**src/rtl/sin_sequencer.sv**
```systemverilog
// Phase-accumulator sample sequencer: folds the phase into [0, pi/2], converts it to an
// IEEE-754 single angle, kicks an external sine unit and captures its result.
module sin_sequencer (
    input  logic        clk,
    input  logic        reset,
    input  logic        sample_tick,
    input  logic [31:0] phase_inc,
    input  logic [3:0]  prec,
    output logic [31:0] sin_theta,
    output logic [3:0]  sin_prec,
    output logic        sin_start,
    input  logic        sin_done,
    input  logic [31:0] sin_result,
    output logic [31:0] sample,
    output logic        sample_valid,
    output logic        busy,
    output logic        overrun
);

    typedef enum logic [2:0] {StIdle, StScale, StConv, StStart, StWait} state_e;

    state_e      state;
    logic [31:0] phase;
    logic [30:0] fold_x;
    logic        fold_neg;
    logic [31:0] scaled_t;
    logic        wait_first;

    logic [30:0] x_next;
    logic [63:0] product;
    logic [31:0] t_next;
    logic [4:0]  lead;
    logic [31:0] norm;
    logic [31:0] theta_next;
    logic        unused_bits;

    // Odd quadrants mirror the angle so x always measures distance from the nearer axis.
    assign x_next = phase[30] ? (31'h4000_0000 - {1'b0, phase[29:0]}) : {1'b0, phase[29:0]};

    // 0x6487ED51 is pi/2 in Q1.30 of a quarter turn, so t lands in Q2.30 radians.
    assign product = {33'b0, fold_x} * 64'h6487_ED51;
    assign t_next  = product[61:30];

    always_comb begin
        lead = '0;
        for (int i = 0; i < 32; i++) begin
            if (scaled_t[i]) begin
                lead = 5'(i);
            end
        end
    end

    // Normalise so the leading one sits at bit 31; the 23 bits below it are the mantissa.
    assign norm       = scaled_t << (5'd31 - lead);
    assign theta_next = (scaled_t == 32'd0) ? 32'd0
                                            : {fold_neg, 8'd97 + {3'b0, lead}, norm[30:8]};

    assign unused_bits = ^{product[63:62], product[29:0], norm[31], norm[7:0]};

    always_ff @(posedge clk or negedge reset) begin
        if (!reset) begin
            state        <= StIdle;
            phase        <= '0;
            fold_x       <= '0;
            fold_neg     <= 1'b0;
            scaled_t     <= '0;
            wait_first   <= 1'b0;
            sin_theta    <= '0;
            sin_prec     <= '0;
            sin_start    <= 1'b0;
            sample       <= '0;
            sample_valid <= 1'b0;
            busy         <= 1'b0;
            overrun      <= 1'b0;
        end else begin
            sin_start    <= 1'b0;
            sample_valid <= 1'b0;
            if (sample_tick && state != StIdle) begin
                overrun <= 1'b1;
            end
            case (state)
                StIdle: begin
                    if (sample_tick) begin
                        phase    <= phase + phase_inc;
                        fold_x   <= x_next;
                        fold_neg <= phase[31];
                        sin_prec <= prec;
                        busy     <= 1'b1;
                        state    <= StScale;
                    end
                end
                StScale: begin
                    scaled_t <= t_next;
                    state    <= StConv;
                end
                StConv: begin
                    sin_theta <= theta_next;
                    sin_start <= 1'b1;
                    state     <= StStart;
                end
                StStart: begin
                    wait_first <= 1'b1;
                    state      <= StWait;
                end
                StWait: begin
                    // sin_done may still show the unit's pre-start idle level on the first cycle.
                    wait_first <= 1'b0;
                    if (!wait_first && sin_done) begin
                        sample       <= sin_result;
                        sample_valid <= 1'b1;
                        busy         <= 1'b0;
                        state        <= StIdle;
                    end
                end
                default: begin
                    busy  <= 1'b0;
                    state <= StIdle;
                end
            endcase
        end
    end

endmodule

```
**config.mk**
```make
export PLATFORM = sky130hd
export DESIGN_NAME = sin_sequencer
export DESIGN_NICKNAME = d
export VERILOG_FILES = /design/src/rtl/sin_sequencer.sv
export SDC_FILE = /design/constraint.sdc
export NUM_CORES = 2
export LEC_CHECK = 0
export ABC_AREA = 1
export BUFFER_PORTS_ARGS = -buffer_cell sky130_fd_sc_hd__buf_2
export CORE_MARGIN = 1.5
export CORE_UTILIZATION = 50
export DETAILED_ROUTE_END_ITERATION = 8
export GPL_TIMING_DRIVEN = 0
export PLACE_DENSITY = 0.75
export SETUP_SLACK_MARGIN = 0.05
export SLEW_MARGIN = 0
export SYNTH_ARGS = -nofsm -noshare
export SYNTH_HDL_FRONTEND = slang
export SYNTH_SLANG_ARGS = --single-unit
```
**constraint.sdc**
```tcl
create_clock -name clk -period 19.4 [get_ports clk]
set_input_delay 3.88 -clock clk [delete_from_list [all_inputs] [get_ports clk]]
set_output_delay 3.88 -clock clk [all_outputs]
set_load 0.02 [all_outputs]
```
; ---- After elaboration in Yosys (flattened, before gate mapping)
; Index checks and enable logic that the tools add are counted.
[totals]
regBits = 172
[classes]
n_addsub = 4
mul = 1
eq_ne = 6
n_shift = 1
mux = 43
bitwise = 1
reduce_logical = 12
[op_table]
columns = cell, count
row1 = 5-bit 2-to-1 mux, 29
row2 = 31-bit by 31-bit multiplier with 62-bit output (second input constant), 1
row3 = 32-bit adder, 1
row4 = 32-bit logical NOT, 1
row5 = 32-bit 2-to-1 mux, 1
row6 = 32-bit by 5-bit << shifter with 31-bit output, 1
row7 = 31-bit 2-to-1 mux, 1
row8 = 31-bit by 30-bit subtractor with 31-bit output (first input constant), 1
row9 = 3-bit one-hot mux with 5 select lines, 1
row10 = 7-bit by 5-bit adder with 8-bit output (first input constant), 1
row11 = 3-bit by 2-bit == test with 1-bit output (second input constant), 2
row12 = 1-bit 2-to-1 mux, 6
row13 = 3-bit 2-to-1 mux, 2
row14 = 2-bit AND reduction, 3
row15 = 5-bit subtractor (first input constant), 1
row16 = 2-bit != test (second input constant), 2
row17 = 3-bit by 1-bit == test with 1-bit output (second input constant), 1
row18 = 3-bit == test (second input constant), 1
row19 = 3-bit logical NOT, 1
row20 = 1-bit one-hot mux with 3 select lines, 1
row21 = 3-bit AND reduction, 1
row22 = 3-bit nonzero test, 1
row23 = 3-bit OR reduction, 1
row24 = 1-bit logical AND, 2
row25 = 5 further kinds, 5

; ---- Logic depth before layout (Yosys ltp)
[depth]
ltp_word = 34
ltp_mapped = 41
ltp_nobuf = 41

; ---- Least setup slack after synthesis
; Ideal clock, no wire load.
[synth_timing]
kind = input port to flip-flop
from = input phase_inc[0]
to = register phase[30]
setup_time_ns = 0.131
arrival_ns = 6.412
required_time_ns = 19.269
slack_ns = 12.857
stages = 23
path_cell_list = ha_1 -> inv_1 -> fa_1 -> o31ai_1 -> and2_1 -> nor2_1 -> o21ai_1 -> nand3_1 -> nand2_1 -> nand3_1 -> nand2_1 -> a21oi_2 -> inv_2 -> a21oi_2 -> inv_2 -> a21oi_1 -> inv_1 -> nand2_1 -> nand3_2 -> a31oi_2 -> o21ai_0 -> xor2_1 -> o21ai_1
[synth_via]
elab_chain_cells = 1
[synth_rtl]
columns = element, line
row1 = start: declaration, 7  ; input logic [31:0] phase_inc,
row2 = 32-bit adder, 84  ; phase <= phase + phase_inc;
row3 = end signal: assignment, 84
row4 = end: declaration, 23  ; logic [31:0] phase;
; Every way passes these cells.
; A chain may end at the register's enable or synchronous reset.

; ---- Final worst setup path
[layout_timing]
from = register fold_x[14]
to = register scaled_t[25]
[layout_via]
elab_chain_cells = 1
[layout_rtl]
columns = element, line
row1 = start: declaration, 24  ; logic [30:0] fold_x;
row2 = start signal: assignment, 85  ; fold_x <= x_next;
row3 = 31-bit by 31-bit multiplier with 62-bit output, 41  ; assign product = {33'b0, fold_x} * 64'h6487_ED51;
row4 = end signal: assignment, 93  ; scaled_t <= t_next;
row5 = end: declaration, 26  ; logic [31:0] scaled_t;
; Every way passes these cells.

==> impl_metrics.json <==
{
  "status": "finished clean",
  "avgSynthCellArea_um2": 8.45,
  "cts-buffers-inserted": 17,
  "cap_violations": 0,
  "start_util_pct": 50.8,
  "synth_top_area_share_pct": 27.2,
  "synthAdderAreaFrac_pct": 46.4,
  "synth_nets": 3831,
  "overflow": 0,
  "max_slew_margin_pct": 39.4,
  "routabilityCongestion": 0.967,
  "drt-total-wl_mm": 65.1,
  "holdBufCountCts": 0,
  "yosysWarnings": 0,
  "die_w_um": 229,
  "antenna_cells": 0,
  "worstMarginPinSlew_ns": 0.909,
  "synthCells": 3021,
  "final_area_um2": 27700,
  "first_iter_violations": 1387,
  "crit_type": "flip-flop to flip-flop",
  "routedWlPerCell_um": 16.8,
  "drc": 0,
  "final_nets": 3994,
  "ys_seq_area_share_pct": 16.9,
  "postCtsResizedCells": 0,
  "insertion_delay_ns": 0.50,
  "grt_pass1_vias": 20700,
  "row_count": 82,
  "syn_area_um2": 25500,
  "synth_compound_area_share_pct": 7.41,
  "synth_cell_type_count": 48,
  "synthMuxAreaShare_pct": 0,
  "synth-edff-count": 0,
  "port_buffers": 143,
  "worstSetupEndpointType": "flip-flop",
  "synthTopCellsByArea": "fa_1, ha_1, dfrtp_1",
  "area_growth_pct": 8.61,
  "fin_tns_setup_ns": 0,
  "synth-main-ff-cell": "dfrtp_1",
  "clock_sinks": 172,
  "drv_slew": 0,
  "cts_tree": "yes",
  "min_path_type": "flip-flop to flip-flop",
  "first_pass_iters": 7,
  "post-cts-setup-buffer-count": 0,
  "synthXorXnorAreaFrac_pct": 2.47,
  "viasPerCell": 5.24,
  "die_area_um2": 52400,
  "htree_levels": 4,
  "synth_common_cells": "inv_1, nand2_1, ha_1",
  "antenna_found_initial": 1,
  "grt_pass1_wl_mm": 107,
  "synth-seq-cells": 172,
  "required_ns": 19.76,
  "vias": 20300,
  "synth_top_family_by_area": "adder cells",
  "ant_nets": 0,
  "grt_usage_pct": 25.8,
  "synth_top_cell_by_area": "fa_1",
  "hold_viol": 0,
  "cp-start-kind": "flip-flop",
  "synth-simple-area-share_pct": 16.2,
  "die_h_um": 229,
  "async_reset_ff_share_pct": 100,
  "arrival_ns": 7.91,
  "clk_pin_slew_worst_paths_ns": 0.07,
  "grt_max_degree": 95,
  "path_max_fanout": 11,
  "post-route-period-util_pct": 38.9,
  "fin_crit_ns": 7.55,
  "rsz0062_at_grt": "false",
  "cts_max_path_buffers": 2,
  "setup_viol": 0,
  "cts_root_buf": "clkbuf_16",
  "hpwl_mm": 55.6,
  "finalClockSkew_ns": 0.0172,
  "fmax_mhz": 132,
  "yosysMostFrequentCell": "inv_1",
  "drive_above_1_share_pct": 6.76,
  "core_um2": 50300,
  "dpl_cell_area_um2": 27100,
  "ios": 144
}
## critical path, stage by stage (launching register included)
cell      delay [ns]
dfrtp_1         0.84
fa_1            0.63
fa_1            0.53
inv_1           0.05
fa_1            0.49
inv_1           0.06
ha_1            0.28
inv_1           0.06
fa_1            0.44
fa_1            0.53
inv_1           0.05
fa_1            0.44
ha_1            0.29
ha_1            0.33
a21oi_1         0.19
o21ai_0         0.11
a21oi_1         0.19
o21ai_0         0.11
a21oi_1         0.32
o31ai_1         0.24
nand2_1         0.10
nand2_1         0.09
nand3_1         0.08
o311ai_0        0.21
a31o_2          0.30
or2_2           0.27
nand3_1         0.08
o21ai_0         0.10
## registers in the layout (all words and copies together) (netlist names)
register	cells
sample_valid	1
state	3
wait_first	1
sin_prec	4
sin_theta	32
busy	1
fold_neg	1
overrun	1
phase	32
sin_start	1
scaled_t	32
fold_x	31
sample	32
## final cells by class
cell class              count  area (um2)
well taps                 672         841
clock inverters            15         178
plain buffers              58         241
inverters                 658        2470
fillers                  4604       22600
flip-flops and latches    172        4300
repair buffers            144         753
multi-input cells        2133       18500
clock buffers              17         425
## through the flow
step | utilization (%) | std cells | setup WS (ns) | hold slack, ns
global route | 55.1 | 3869 | 11.52 | 0.487
global placement | 53.9 | 3836 | 11.65 | 0.436
CTS | 55.1 | 3869 | 11.87 | 0.468
floorplan | - | 3021 | 12.86 | 0.446
detailed placement | 53.9 | 3837 | 11.88 | 0.451
finish | 55.1 | 3869 | 11.85 | 0.459
## cell families after synthesis
group | after synthesis
AND/OR/NAND/NOR | 985
flip-flops | 172
AO/OA/AOI/OAI | 338
adder cells (fa/ha/maj) | 738
XOR/XNOR | 72
buffers and inverters | 716
## path summary, 6_finish.rpt
check	slack, ns	end	from	cells past startpoint
max	11.85	scaled_t[25]$_DFFE_PN0P_	fold_x[14]$_DFFE_PN0P_	27
min	0.46	overrun$_DFFE_PN0P_	overrun$_DFFE_PN0P_	1
max reg2reg	11.85	scaled_t[25]$_DFFE_PN0P_	fold_x[14]$_DFFE_PN0P_	27
min reg2reg	0.46	overrun$_DFFE_PN0P_	overrun$_DFFE_PN0P_	1
max in group asynchronous	15.12	fold_x[14]$_DFFE_PN0P_	reset	2
min in group asynchronous	3.35	sin_theta[10]$_DFFE_PN0P_	reset	1
## layout by cell type (no fill, tap or decap), types with 12 or more instances in the layout
cell type | netlist | final
or2_2 | 18 | 18
ha_1 | 391 | 391
xnor2_1 | 34 | 34
nand2_1 | 566 | 566
nand3_1 | 223 | 223
nor4_1 | 17 | 17
inv_1 | 652 | 652
clkbuf_16 | 0 | 17
dfrtp_1 | 172 | 172
o21a_1 | 12 | 12
a21oi_1 | 103 | 103
xor2_1 | 38 | 38
o21ai_0 | 141 | 141
buf_2 | 4 | 146
fa_1 | 347 | 347
a31oi_1 | 25 | 25
clkbuf_1 | 45 | 45
nor3_1 | 14 | 14
nor2_1 | 130 | 130
## per-layer routing
| layer | track usage, % | part of all wire, % |
|---|---|---|
| met1 | 34.1 | 44 |
| met4 | 7.26 | 2.4 |
| met3 | 4.05 | 4.9 |
| met5 | 0 | 0.020 |
| met2 | 43.9 | 48 |
Power is left out: the tool's default activity adds up to more than one toggle a clock period on the data nets, which glitch-free logic cannot reach.
